## src/rtl/load_unit.sv

```systemverilog
// load_unit: executes lb/lh/lw/lbu/lhu loads against a beat-wide memory read port.
// Optional feature macro: LOAD_UNIT_UNALIGNED_EN. When it is defined, misaligned half/word
// loads complete, and a load that crosses a beat boundary merges two beats.
// Ports:
//   clk, reset                      clock; synchronous active-low reset
//   req_valid/req_ready             request handshake; req_addr byte address, req_type load type
//   mem_rd_en/mem_addr              one-cycle read strobe and beat-aligned address
//   mem_rvalid/mem_rdata            returned beat
//   rsp_valid/rsp_ready             response handshake; rsp_data extended result, rsp_exc status
//   flush                           discards the in-flight load
module load_unit #(
    parameter int unsigned DATA_W = 32,
    parameter int unsigned ADDR_W = 32
) (
    input  logic              clk,
    input  logic              reset,
    input  logic              req_valid,
    output logic              req_ready,
    input  logic [ADDR_W-1:0] req_addr,
    input  logic [2:0]        req_type,
    output logic              mem_rd_en,
    output logic [ADDR_W-1:0] mem_addr,
    input  logic              mem_rvalid,
    input  logic [DATA_W-1:0] mem_rdata,
    output logic              rsp_valid,
    input  logic              rsp_ready,
    output logic [31:0]       rsp_data,
    output logic [1:0]        rsp_exc,
    input  logic              flush
);

    localparam int unsigned BYTES = DATA_W / 8;
    localparam int unsigned OFF_W = $clog2(BYTES);
    localparam int unsigned WIN_W = 2 * DATA_W;

`ifdef LOAD_UNIT_UNALIGNED_EN
    typedef enum logic [1:0] {IDLE = 2'd0, RD1 = 2'd1, RD2 = 2'd2, RESP = 2'd3} state_e;
`else
    typedef enum logic [1:0] {IDLE = 2'd0, RD1 = 2'd1, RESP = 2'd3} state_e;
`endif

    state_e            state_q;
    logic [OFF_W-1:0]  off_q;
    logic [2:0]        type_q;
    logic              drop_q;
    logic              req_ready_q;
    logic              mem_rd_en_q;
    logic [ADDR_W-1:0] mem_addr_q;
    logic              rsp_valid_q;
    logic [31:0]       rsp_data_q;
    logic [1:0]        rsp_exc_q;
`ifdef LOAD_UNIT_UNALIGNED_EN
    logic              cross_q;
    logic [DATA_W-1:0] beat0_q;
`endif

    // Sign/zero extension of the selected lane according to the load type
    function automatic logic [31:0] extend(input logic [31:0] raw, input logic [2:0] ty);
        logic [31:0] r;
        case (ty)
            3'b000:  r = {{24{raw[7]}}, raw[7:0]};
            3'b001:  r = {{16{raw[15]}}, raw[15:0]};
            3'b100:  r = {24'd0, raw[7:0]};
            3'b101:  r = {16'd0, raw[15:0]};
            default: r = raw;
        endcase
        return r;
    endfunction

    // Request decode
    logic [OFF_W-1:0]  req_off_c;
    logic              req_illegal_c;
    logic [ADDR_W-1:0] req_base_c;
    assign req_off_c     = req_addr[OFF_W-1:0];
    assign req_illegal_c = (req_type[1:0] == 2'b10) || (req_type == 3'b111);
    assign req_base_c    = {req_addr[ADDR_W-1:OFF_W], OFF_W'(0)};

`ifdef LOAD_UNIT_UNALIGNED_EN
    localparam int unsigned END_W = OFF_W + 1;
    logic [3:0]       req_size_c;
    logic [END_W-1:0] req_end_c;
    logic             req_cross_c;
    always_comb begin
        req_size_c = 4'd4;
        case (req_type[1:0])
            2'b00:   req_size_c = 4'd1;
            2'b01:   req_size_c = 4'd2;
            default: req_size_c = 4'd4;
        endcase
    end
    // One past the last byte touched, relative to the beat base
    assign req_end_c   = END_W'(req_off_c) + END_W'(req_size_c);
    assign req_cross_c = req_end_c > END_W'(BYTES);
`else
    logic req_misal_c;
    assign req_misal_c = ((req_type[1:0] == 2'b01) && req_addr[0]) ||
                         ((req_type[1:0] == 2'b11) && (req_addr[1:0] != 2'b00));
`endif

    // Lane select: a two-beat window {high, low} shifted down by the byte offset
    logic [WIN_W-1:0] win_c;
    logic [31:0]      result_c;
    always_comb begin
`ifdef LOAD_UNIT_UNALIGNED_EN
        win_c = (state_q == RD2) ? {mem_rdata, beat0_q} : {{DATA_W{1'b0}}, mem_rdata};
`else
        win_c = {{DATA_W{1'b0}}, mem_rdata};
`endif
        result_c = extend(32'(win_c >> {off_q, 3'b000}), type_q);
    end

    // A beat counts only once the read strobe has been issued
    logic beat_c;
    logic drop_c;
    assign beat_c = mem_rvalid && !mem_rd_en_q;
    assign drop_c = drop_q || flush;

    // Control FSM with registered outputs
    always_ff @(posedge clk) begin
        if (!reset) begin
            state_q     <= IDLE;
            off_q       <= '0;
            type_q      <= '0;
            drop_q      <= 1'b0;
            req_ready_q <= 1'b0;
            mem_rd_en_q <= 1'b0;
            mem_addr_q  <= '0;
            rsp_valid_q <= 1'b0;
            rsp_data_q  <= '0;
            rsp_exc_q   <= 2'b00;
`ifdef LOAD_UNIT_UNALIGNED_EN
            cross_q     <= 1'b0;
            beat0_q     <= '0;
`endif
        end else begin
            mem_rd_en_q <= 1'b0;
            case (state_q)
                IDLE: begin
                    req_ready_q <= 1'b1;
                    if (req_valid && req_ready_q) begin
                        req_ready_q <= 1'b0;
                        off_q       <= req_off_c;
                        type_q      <= req_type;
                        drop_q      <= 1'b0;
`ifdef LOAD_UNIT_UNALIGNED_EN
                        cross_q     <= req_cross_c;
`endif
                        if (req_illegal_c) begin
                            rsp_exc_q  <= 2'b10;
                            rsp_data_q <= '0;
                            state_q    <= RESP;
`ifndef LOAD_UNIT_UNALIGNED_EN
                        end else if (req_misal_c) begin
                            rsp_exc_q  <= 2'b01;
                            rsp_data_q <= '0;
                            state_q    <= RESP;
`endif
                        end else begin
                            mem_rd_en_q <= 1'b1;
                            mem_addr_q  <= req_base_c;
                            state_q     <= RD1;
                        end
                    end
                end
                RD1: begin
                    if (beat_c) begin
                        if (drop_c) begin
                            state_q     <= IDLE;
                            req_ready_q <= 1'b1;
                            drop_q      <= 1'b0;
                        end
`ifdef LOAD_UNIT_UNALIGNED_EN
                        else if (cross_q) begin
                            beat0_q     <= mem_rdata;
                            mem_rd_en_q <= 1'b1;
                            mem_addr_q  <= mem_addr_q + ADDR_W'(BYTES);
                            state_q     <= RD2;
                        end
`endif
                        else begin
                            rsp_valid_q <= 1'b1;
                            rsp_data_q  <= result_c;
                            rsp_exc_q   <= 2'b00;
                            state_q     <= RESP;
                        end
                    end else if (flush) begin
                        drop_q <= 1'b1;
                    end
                end
`ifdef LOAD_UNIT_UNALIGNED_EN
                RD2: begin
                    if (beat_c) begin
                        if (drop_c) begin
                            state_q     <= IDLE;
                            req_ready_q <= 1'b1;
                            drop_q      <= 1'b0;
                        end else begin
                            rsp_valid_q <= 1'b1;
                            rsp_data_q  <= result_c;
                            rsp_exc_q   <= 2'b00;
                            state_q     <= RESP;
                        end
                    end else if (flush) begin
                        drop_q <= 1'b1;
                    end
                end
`endif
                RESP: begin
                    // Exception responses arrive here with rsp_valid still low and raise it next cycle
                    if (flush || (rsp_valid_q && rsp_ready)) begin
                        state_q     <= IDLE;
                        req_ready_q <= 1'b1;
                        rsp_valid_q <= 1'b0;
                        rsp_data_q  <= '0;
                        rsp_exc_q   <= 2'b00;
                    end else begin
                        rsp_valid_q <= 1'b1;
                    end
                end
                default: begin
                    state_q <= IDLE;
                end
            endcase
        end
    end

    assign req_ready = req_ready_q;
    assign mem_rd_en = mem_rd_en_q;
    assign mem_addr  = mem_addr_q;
    assign rsp_valid = rsp_valid_q;
    assign rsp_data  = rsp_data_q;
    assign rsp_exc   = rsp_exc_q;

endmodule

```

## config.mk

```make
export PLATFORM = sky130hd
export DESIGN_NAME = load_unit
export DESIGN_NICKNAME = d
export VERILOG_FILES = /design/src/rtl/load_unit.sv
export SDC_FILE = /design/constraint.sdc
export NUM_CORES = 1
export LEC_CHECK = 0
export ABC_AREA = 1
export ABC_CLOCK_PERIOD_IN_PS = 1300
export CAP_MARGIN = 40
export CORE_MARGIN = 4
export CORE_UTILIZATION = 40
export CTS_CLUSTER_DIAMETER = 80
export DETAILED_ROUTE_END_ITERATION = 16
export PLACE_DENSITY = 0.78
export SYNTH_ARGS = -nofsm -noshare
export SYNTH_HDL_FRONTEND = slang
export SYNTH_SLANG_ARGS = --single-unit
```

## constraint.sdc

```tcl
create_clock -name clk -period 1.3 [get_ports clk]
set_input_delay 0.195 -clock clk [delete_from_list [all_inputs] [get_ports clk]]
set_output_delay 0.195 -clock clk [all_outputs]
set_load 0.05 [all_outputs]
```

---- After elaboration in Yosys (flattened, before gate mapping) ----
Cells that the tools add are included.
cells by class
  $add $sub $neg .......................... 0
  multipliers ............................. 0
  divide/modulo/power cells ............... 0
  order comparisons ....................... 0
  equality and inequality tests ........... 17
  shift operators ......................... 1
  multiplexer cells ....................... 36
  bitwise operators ....................... 5
  reduce and logical (&&, ||, !) cells .... 24
operators by type and width
  kind                                                                   count
  32-bit two-way mux                                                     6
  32-bit one-hot mux with 4 select lines                                 1
  32-bit one-hot mux with 3 select lines                                 1
  32-bit by 5-bit >> shifter with 32-bit output                          1
  2-bit two-way mux                                                      11
  1-bit two-way mux                                                      12
  2-bit one-hot mux with 3 select lines                                  2
  4-bit AND reduction                                                    3
  2-bit != test, second input constant                                   5
  3-bit equality test, second input constant                             3
  3-bit != test, second input constant                                   3
  2-bit equality test, second input constant                             3
  3-bit AND reduction                                                    2
  6-bit AND reduction                                                    1
  2-bit nonzero test                                                     3
  1-bit logical AND                                                      5
  1-bit inverter                                                         5
  2-bit by 1-bit equality test with 1-bit output, second input constant  2
  1-bit logical OR                                                       4
  1-bit one-hot mux with 2 select lines                                  2
  4-bit OR reduction                                                     1
  3-bit by 1-bit equality test with 1-bit output, second input constant  1
  3-bit zero test                                                        1
  1-bit one-hot mux with 3 select lines                                  1
  4 further kinds                                                        4
storage, ports and cells
  register bits ........................... 75
  latch bits .............................. 0
  bits in writable memories ............... 0
  ROM bits ................................ 0
  output and inout port bits .............. 69
  logic and storage cells ................. 93
  memories kept ........................... 0

---- Depth between registers and ports, before layout ----
  word-level depth ........................ 7
  gate-level depth with buffers ........... 10

---- Worst setup path after synthesis ----
Ideal clock, no wire load.
  path type ............................... flip-flop to flip-flop
  start ................................... register req_ready_q (netlist: req_ready)
  end ..................................... register mem_addr_q[2] (netlist: mem_addr[2])
  arrival ................................. 1.561 ns
  required time ........................... 1.166 ns
  path slack .............................. -0.395 ns
  stages on the path, launching flop included .. 7
  cells stage by stage .................... dfxtp_1 -> nand2_1 -> nor3_4 -> nand2_2 -> buf_2 -> nand2_1 -> a21oi_1
on the way
  longest elaborated chain between the ends .. 2
ends and longest elaborated chain
  what                           line  RTL
  start: declaration             46    logic req_ready_q;
  start signal: assignment       125   req_ready_q <= 1'b0;
  start signal: assignment       139   req_ready_q <= 1'b1;
  start signal: assignment       141   req_ready_q <= 1'b0;
  1-bit logical AND              140   if (req_valid && req_ready_q) begin
  4-bit AND reduction (no line)  n/a
  end signal: assignment         160   mem_addr_q <= req_base_c;
  end: declaration               48    logic [ADDR_W-1:0] mem_addr_q;
Every way passes these cells.
A chain may end at the register's enable or synchronous reset.

---- Worst setup path in the final report ----
  start ................................... input req_valid
  end ..................................... register mem_addr_q[17] (netlist: mem_addr[17])
on the way
  longest elaborated chain between the ends .. 2
ends and longest elaborated chain
  what                           line  RTL
  start: declaration             17    input logic req_valid,
  1-bit logical AND              140
  4-bit AND reduction (no line)  n/a
Every way passes these cells.

==> impl_metrics.toml <==
[outcome]
outcome = "finished, violations left"
violations = "negative setup slack"

[logic_synthesis]
synthCells = 553
ys_seq_elements = 75
synth_cell_types = 27
synth_xor_area_share_pct = 0
synth-edff-count = 0
synth_top_family_by_area = "simple AND/OR/NAND/NOR gates"
syn_area_per_cell_um2 = 6.935
yosys.area_share.simple_pct = 36.54
synth_compound_area_share_pct = 14.06
synth_top_area_cell = "dfxtp_1"
yosys_most_used_dff = "dfxtp_1"
synth-seq-area-share_pct = 39.15
synth-adder-area-share_pct = 0
yosys-top-cells-area = "dfxtp_1, nand2_1, a21oi_1"
yosysWarnings = 0
synth_mux_area_share_pct = 0
synth-async-reset-ratio_pct = 0
synth_top_area_share_pct = 39.15
syn-cell-area_um2 = 3835

[drt]
vias = 4683
via_per_inst = 5.377
top_layer = "met4"
drt-met1-wl_um = 5636
route.met3.wl_um = 1505
remaining_drc_errors = 0
ant_nets = 0
totalWireLength_um = 15790
wl_per_cell_um = 18.12
drt_iter0_drc = 245
routed-wl-met2_um = 8172
dr.pass1.iters = 5

[global_routing]
grt_pass1_wl_um = 20930
track_usage_pct = 22.80
antenna_found_initial = 0
overflow = 0
grt_max_degree = 32
grt_pass1_vias = 4448

[sta]
post-route-period-util_pct = 105.6
setup_viol = 40
hold_viol_final = 0
min_period_ns = 1.373
finalSetupTns_ns = -1.305
drv_slew = 0
fmaxAchievable_mhz = 728.2
finClkSkew_ns = 0.01289
rsz0062_at_grt = "yes"
worst_slack_ns = -0.07334

[final_layout]
layout-drive-gt1-share_pct = 39.76
diodes = 0
nets = 811
synthToLayoutAreaGrowth_pct = 92.01
layout.cells.most_common_list = "nand2_1, buf_12, dfxtp_1"
final_common_cell = "nand2_1"

[die]
fp.dieH_um = 105.9
fp.dieArea_um2 = 11220
ios = 142
die_w_um = 105.9
start_util_pct = 41.31
core_um2 = 9284
rows = 35

[cts]
cts_hold_buf = 0
cts_sinks = 75
cts_tree = "yes"
cts_buffers = 9
clockBufferDepth = 2
htree_levels = 3
clock-root-buffer = "clkbuf_8"
worst_skew_pair.late_latency_ns = 0.35
clk_pin_slew_ns = 0.08

[power]
finalPower_w = 0.01189
p_per_area_nw_per_um2 = 1614
leakagePower_nw = 3.026
ir_worst_vdd_mv = 1.021

[place]
portBuffers = 139
place.gp.congestion = 0.9255
dp.final_hpwl_um = 9369

[setup_path]
cp.arrival_ns = 1.60
crit_path_max_incr_delay_ns = 0.53
required_ns = 1.53
cp_top_family = "buffers and inverters"
cp-end-kind = "register"
critPathLaunchType = "input pin"
crit_buf_inv = 3
crit_slowest_cell = "clkdlybuf4s50_1"
crit_path_frequent_cell = "nand2_4"
critPathMaxFanout = 8
path_class = "input pin to register"
cp_cell_sequence = "clkdlybuf4s50_1, nand2_4, nor3_4, buf_12, nand2_8, clkbuf_16, nand2_4, a21oi_2"

[hold_path]
hold_class = "input pin to register"

[run]
drv_cap = 0
flip-flops by register name, indices dropped and copies added (netlist names):
register,flops
type_q,3
rsp_valid,1
req_ready,1
rsp_exc,2
off_q,2
rsp_data,32
mem_rd_en,1
drop_q,1
mem_addr,30
state_q,2
stage by stage:
step / hold WS (ns) / setup WS (ns) / cell area (um^2) / std cells / utilization (%)
after floorplan: 0.3334 / -0.09198 / 3865 / 554 / -
after global placement: 0.4702 / -0.3214 / 6294 / 833 / 67.79
after detailed placement: 0.4803 / -0.3797 / 6294 / 833 / 67.79
after CTS: 0.4012 / -0.04666 / 6628 / 855 / 71.39
after global routing: 0.2622 / -0.1266 / 7363 / 871 / 79.31
final: 0.2467 / -0.07334 / 7363 / 871 / 79.31
routing by layer:
| layer | up-vias | track usage [%] |
|---|---|---|
| met1 | 2215 | 25.65 |
| met3 | 42 | 8.865 |
| met5 | - | 0 |
| met4 | 0 | 7.493 |
| li1 | 2179 | - |
| met2 | 247 | 39.53 |
final cells by class:
type	count	area [um^2]
fill	578	1921
multi-input combinational	415	2449
timing repair buffer	209	2888
clock inverter	6	88.84
clock buffer	9	123.9
inverter	28	127.6
tap	129	161.4
sequential	75	1525
worst min-delay path, cell delays in order:
cell and delay, ns:
dlymetal6s2s_1 0.14, o21ai_1 0.10, a21oi_1 0.12
power by group:
part	switching (W)	internal [W]
Clock	0.000924	0.00108
Combinational	0.00365	0.00313
Sequential	0.000444	0.00266
Total	0.00501	0.00687
cells in the mapped netlist, types with 6 or more instances:
cell      count
buf_2        13
inv_1        22
buf_4         6
o21ai_0       7
nand3_1      68
buf_6        12
a21oi_2       9
dfxtp_1      75
o211a_1       6
a21oi_1      73
nand2_1     199
nor2_1       25
clkbuf_1      8
worst paths after layout:
kind	start	endpoint	slack [ns]	cells past startpoint
setup reg to reg	state_q[0]$_SDFFE_PN0P_	rsp_data[30]$_SDFFE_PN0P_	-0.07	7
hold / removal	req_addr[1]	off_q[1]$_SDFFE_PN0P_	0.25	3
hold reg to reg	drop_q$_SDFFE_PN0P_	drop_q$_SDFFE_PN0P_	0.48	2
setup / recovery	req_valid	mem_addr[17]$_SDFFE_PN0P_	-0.07	8
repair_timing:
| action | in CTS | in global routing |
|---|---|---|
| endpoints found under the setup margin | 43 | 68 |
| cloned | 2 | 9 |
| pin swaps | 3 | 32 |
| resized for setup | 17 | 139 |
| setup buffers | 5 | 7 |
kinds of logic after synthesis:
kind of cell,count (synthesis)
buf+inv,67
other cells,1
compound gates,95
simple gates,315
flops,75
Power figures use the tool's default switching activity.
==> patch 1: new RTL, same settings <==
Change the parameter `DATA_W` from 32 to 64.
--- a/src/rtl/load_unit.sv
+++ b/src/rtl/load_unit.sv
@@ -11,3 +11,3 @@
 module load_unit #(
-    parameter int unsigned DATA_W = 32,
+    parameter int unsigned DATA_W = 64,
     parameter int unsigned ADDR_W = 32
Ports: changed (resized mem_rdata); port bits go from 142 to 174. No check against the original RTL was run, so the function may have changed too.
==> patch 1 against the unedited design <==
- the run still ends with negative setup slack left
- die area grew 20%
- setup slack lost 0.15 ns
- utilization is essentially flat
- power grew 37%
- first-iteration DRC count grew to 3.0 times the old value
- sequential share of layout area shrank 3.9 points
- maximum frequency shrank 9.6%
- synthesized area grew 22%
- routed wire length grew 36%
- design area grew 23%
- sequential cell count is the same
- critical path type is now flop to flop
- critical endpoint is now rsp_data[13]
- highest routed layer unchanged
==> patch 1: results <==
metrics = {
    "finish": {
        "final_nets": 1063,
        "n_fill_cell": 646,
        "num-nonclk-inverters": 41,
        "multi_input_area_mm2": 0.00329,
        "multi_input_gates": 567,
        "seq-cell-share": 0.168,
        "final-clk-cell-share": 0.0334,
        "clock_buffers": 10,
        "non_clock_buffer_count": 264,
        "drive_gt1_frac": 0.378,
    },
    "global_routing": {
        "gr-usage-met1": 0.319,
        "grt_max_degree": 31,
        "grt_pass1_vias": 5816,
        "grt_pass1_wl_mm": 28.4,
        "gr-usage-met2": 0.466,
        "gr-usage-all-layers": 0.265,
        "met3_usage": 0.0501,
    },
    "detailed_routing": {
        "route.met3.wl_mm": 1.67,
        "via_per_inst": 5.80,
        "drt_iter0_drc": 733,
        "postRouteWirelength_mm": 21.5,
        "wl_met1_mm": 7.79,
        "wl_met2_mm": 10.9,
    },
    "run_status": {
        "status": "complete, but fails checks",
        "violations": "negative setup slack",
    },
    "place": {
        "placed_area_mm2": 0.00755,
        "gp_congestion": 0.906,
        "dp_hpwl_mm": 11.9,
        "portBuffers": 170,
    },
    "worst_setup_path": {
        "crit_end": "rsp_data[13]",
        "arrival_ns": 1.78,
        "r2r_cells": 10,
        "crit_family": "simple AND/OR/NAND/NOR gates",
        "cpMaxStageDelayCell": "dfxtp_4",
        "crit_path_start": "state_q[0]",
        "max_stage_delay_ns": 0.38,
    },
    "min_path": {
        "hold_start": "flush",
        "holdPathEnd": "rsp_valid",
        "holdPathStages": 4,
    },
    "logic_synthesis": {
        "synth_cell_types": 31,
        "synth_compound_area_frac": 0.195,
        "synth_top_family_by_area": "simple AND/OR/NAND/NOR gates",
        "ys.flop_type": "dfxtp_1",
        "synthTopCellsByArea": "dfxtp_1, nand2_1, nand3_1",
        "ys_seq_area_frac": 0.321,
    },
    "sta": {
        "whs_ns": 0.268,
        "setup_ws_ns": -0.218,
        "setup_viol": 67,
        "tns_ns": -9.29,
        "clock_skew_ns": 0.00895,
    },
    "floorplan": {
        "die_w_um": 116,
    },
    "clock_network": {
        "cts-root-buf": "clkbuf_16",
    },
    "power": {
        "peakVddDrop_uv": 1530,
    },
}
## patch 1: repair_timing
action / in CTS / in global routing
hold buffers: 0 / 0
resized for setup: 97 / 114
pin swaps: 18 / 44
gates cloned: 7 / 9
endpoints found under the setup margin: 71 / 71
hold endpoints to repair: 0 / 0
setup buffers: 10 / 9
## patch 1: metrics by stage
stage,util,total power (uW),std cells,worst slack (ns)
2_1_floorplan,-,7480,735,-0.100
3_3_place_gp,0.661,10300,1056,-0.409
3_5_place_dp,0.661,10400,1056,-0.467
4_1_cts,0.738,14700,1089,-0.135
5_1_grt,0.793,17000,1106,-0.306
6_report,0.793,16300,1106,-0.218
## patch 1: logic make-up (layout without fill, tap and decap cells)
group	Yosys count	in the layout
AOI/OAI and AO/OA	155	155
DFF	75	75
and+or+nand+nor	407	409
buffers and inverters	95	321
other	1	3
## patch 1: report_power, final
part | switching (uW) | total (uW) | internal (uW)
clock | 1010 | 2550 | 1540
sequential | 462 | 3140 | 2670
combinational | 5840 | 10600 | 4790
total | 7320 | 16300 | 9000
==> patch 2: new RTL, same flow settings <==
Made on the original files. The 3 states of `state_e` get a one-hot encoding in 3 bits.
--- a/src/rtl/load_unit.sv
+++ b/src/rtl/load_unit.sv
@@ -38,3 +38,3 @@
 `else
-    typedef enum logic [1:0] {IDLE = 2'd0, RD1 = 2'd1, RESP = 2'd3} state_e;
+    typedef enum logic [2:0] {IDLE = 3'b001, RD1 = 3'b010, RESP = 3'b100} state_e;
 `endif
Formal check against the unedited RTL: no difference found for any inputs over 4 cycles, from zero or initial values and one cycle with reset low; so few cycles prove little.
==> patch 2 against the unedited design <==
- the run still ends with negative setup slack left
- clock skew increased by 0.0027 ns
- sequential share of layout area increased by 1.1 points
- clock power decreased by 9%
- maximum frequency decreased by 11%
- synthesized cell count increased by 0.36%
- power decreased by 1.0%
- global-route usage increased by 2.7 points
- sequential cell count increased by 1
- setup slack got worse by 0.17 ns
- synthesized area decreased by 2.5%
- routed wire length decreased by 7.3%
- design area decreased by 3.8%
- largest power group unchanged
==> patch 2: results <==
metrics = {
    "min_path": {
        "hold_class": "input pin to flop",
        "hold_start": "req_addr[2]",
    },
    "sta": {
        "drv_slew": 0,
        "setup_viol": 68,
        "clock_skew_ns": 0.0156,
        "setup_ws_ns": -0.244,
        "worst_pin_slew_ns": 0.562,
    },
    "logic_synthesis": {
        "synthTopCellsByArea": "dfxtp_1, nand2_1, nor2_1",
        "ys_seq_area_frac": 0.407,
        "synth_warnings": 0,
        "async_reset_ff_frac": 0,
        "ys.flop_type": "dfxtp_1",
        "synth_cell_types": 26,
        "yosys-top-cells-count": "nand2_1, nor2_1, dfxtp_1, o21ai_0, a21oi_1",
        "synth-seq-cells": 76,
    },
    "worst_setup_path": {
        "r2r_cells": 9,
        "crit_end": "rsp_data[15]",
        "worstPathMaxFanout": 24,
        "crit_path_start": "state_q[2]",
    },
    "detailed_routing": {
        "drt_first_pass_iters": 6,
        "vias": 4472,
        "postRouteWirelength_mm": 14.6,
        "drt_iter0_drc": 224,
    },
    "clock_network": {
        "cts.clk_slew.worst_paths_ns": 0.09,
        "cts_buffers": 9,
        "insertion_delay_ns": 0.35,
        "clock_path_buffers": 2,
        "htree_levels": 3,
        "cts-root-buf": "clkbuf_8",
    },
    "finish": {
        "largest_register_ffs": 32,
        "drive_gt1_frac": 0.390,
        "diodes": 0,
        "final_nets": 802,
        "n_fill_cell": 578,
    },
    "run_status": {
        "violations": "negative setup slack",
        "status": "complete, but fails checks",
    },
    "global_routing": {
        "gr-usage-all-layers": 0.255,
        "grt_pass1_vias": 4597,
        "grt_max_degree": 33,
        "grt_antenna_before_repair": 0,
        "grt_pass1_wl_mm": 22.6,
    },
    "place": {
        "gp_congestion": 0.922,
        "portBuffers": 139,
        "dp_slack_ns": -0.533,
        "dp_hpwl_mm": 9.33,
        "placed_area_mm2": 0.00619,
    },
    "power": {
        "peakVddDrop_uv": 1040,
        "p_leak_uw": 0.00297,
        "p_int_uw": 6640,
    },
}
patch 2: changes by cell type after synthesis, sizes merged, moves of 2 or more:
cell    unedited run  this run
nor3               3         5
nor2              28        99
o21ai              7        54
clkbuf             8        13
inv               26        28
buf               31        23
a21oi             82        59
clkinv             2         0
nand2            205       162
nand4              4         0
nand3             75        31
o211a              6         0
patch 2: kinds of logic (layout without fill, tap and decap cells):
logic type      count (synthesis)  count (layout)  synth area share
other cells                     1               2           0.00100
compound gates                115             115             0.165
flops                          76              76             0.407
buf+inv                        64             242            0.0817
simple gates                  299             299             0.345
patch 2: area by class of cell:
| type | count | area [um^2] | area share |
|---|---|---|---|
| Clock inverter | 6 | 62.6 | 0.00883 |
| Inverter | 28 | 138 | 0.0194 |
| Clock buffer | 10 | 128 | 0.0180 |
| Sequential cell | 76 | 1550 | 0.218 |
| Tap cell | 111 | 139 | 0.0196 |
| Timing Repair Buffer | 198 | 2720 | 0.384 |
| Multi-Input combinational cell | 416 | 2350 | 0.332 |
patch 2: power groups by stage:
stage | Clock [uW] | Sequential, uW | Combinational (uW)
after global routing | 1960 | 3060 | 7340
after detailed placement | 0 | 3000 | 5150
final | 1820 | 3020 | 6930
after global placement | 0 | 2980 | 5070
after CTS | 1830 | 2970 | 6580
after floorplan | 0 | 3490 | 2610
patch 2: worst min path at each step:
| stage | endpoint | slack, ns | cells past startpoint |
|---|---|---|---|
| 6_report | mem_addr[2] | 0.42 | 3 |
| 5_1_grt | mem_addr[20] | 0.41 | 3 |
| 4_1_cts | mem_addr[2] | 0.41 | 3 |
| 3_5_place_dp | rsp_data[0] | 0.49 | 2 |
| 3_3_place_gp | rsp_data[7] | 0.49 | 2 |
| 2_1_floorplan | type_q[0] | 0.33 | 2 |
patch 2: timing repair:
item	in CTS	in global routing
resized for setup	85	80
endpoints found under the setup margin	68	72
pin swaps	43	25
hold buffers	0	0
endpoints found under the hold margin	0	0
cloned	5	0
buffers inserted	12	3
patch 2: layer usage:
metal	up-vias	routed length (um)	GRT usage
met4	0	506	0.0993
met3	41	1580	0.102
met5	-	0	0
met2	255	7200	0.436
met1	2055	5360	0.284
li1	2121	-	-
patch 2: through the flow:
stage,hold WS [ns],setup TNS (ns),std cells
2_1_floorplan,0.330,-1.46,556
5_1_grt,0.407,-15.48,845
4_1_cts,0.413,-8.94,845
3_3_place_gp,0.487,-27.20,812
3_5_place_dp,0.494,-31.00,812
6_report,0.425,-10.55,845
patch 2: critical path, cell delays in order, from the launching register on:
cell and delay, ns:
dfxtp_4 0.41, inv_6 0.06, nand3_4 0.09, inv_2 0.05
nand2_2 0.08, nand3_4 0.10, nor3_4 0.20, buf_12 0.20
nand2_1 0.09, a21oi_2 0.16
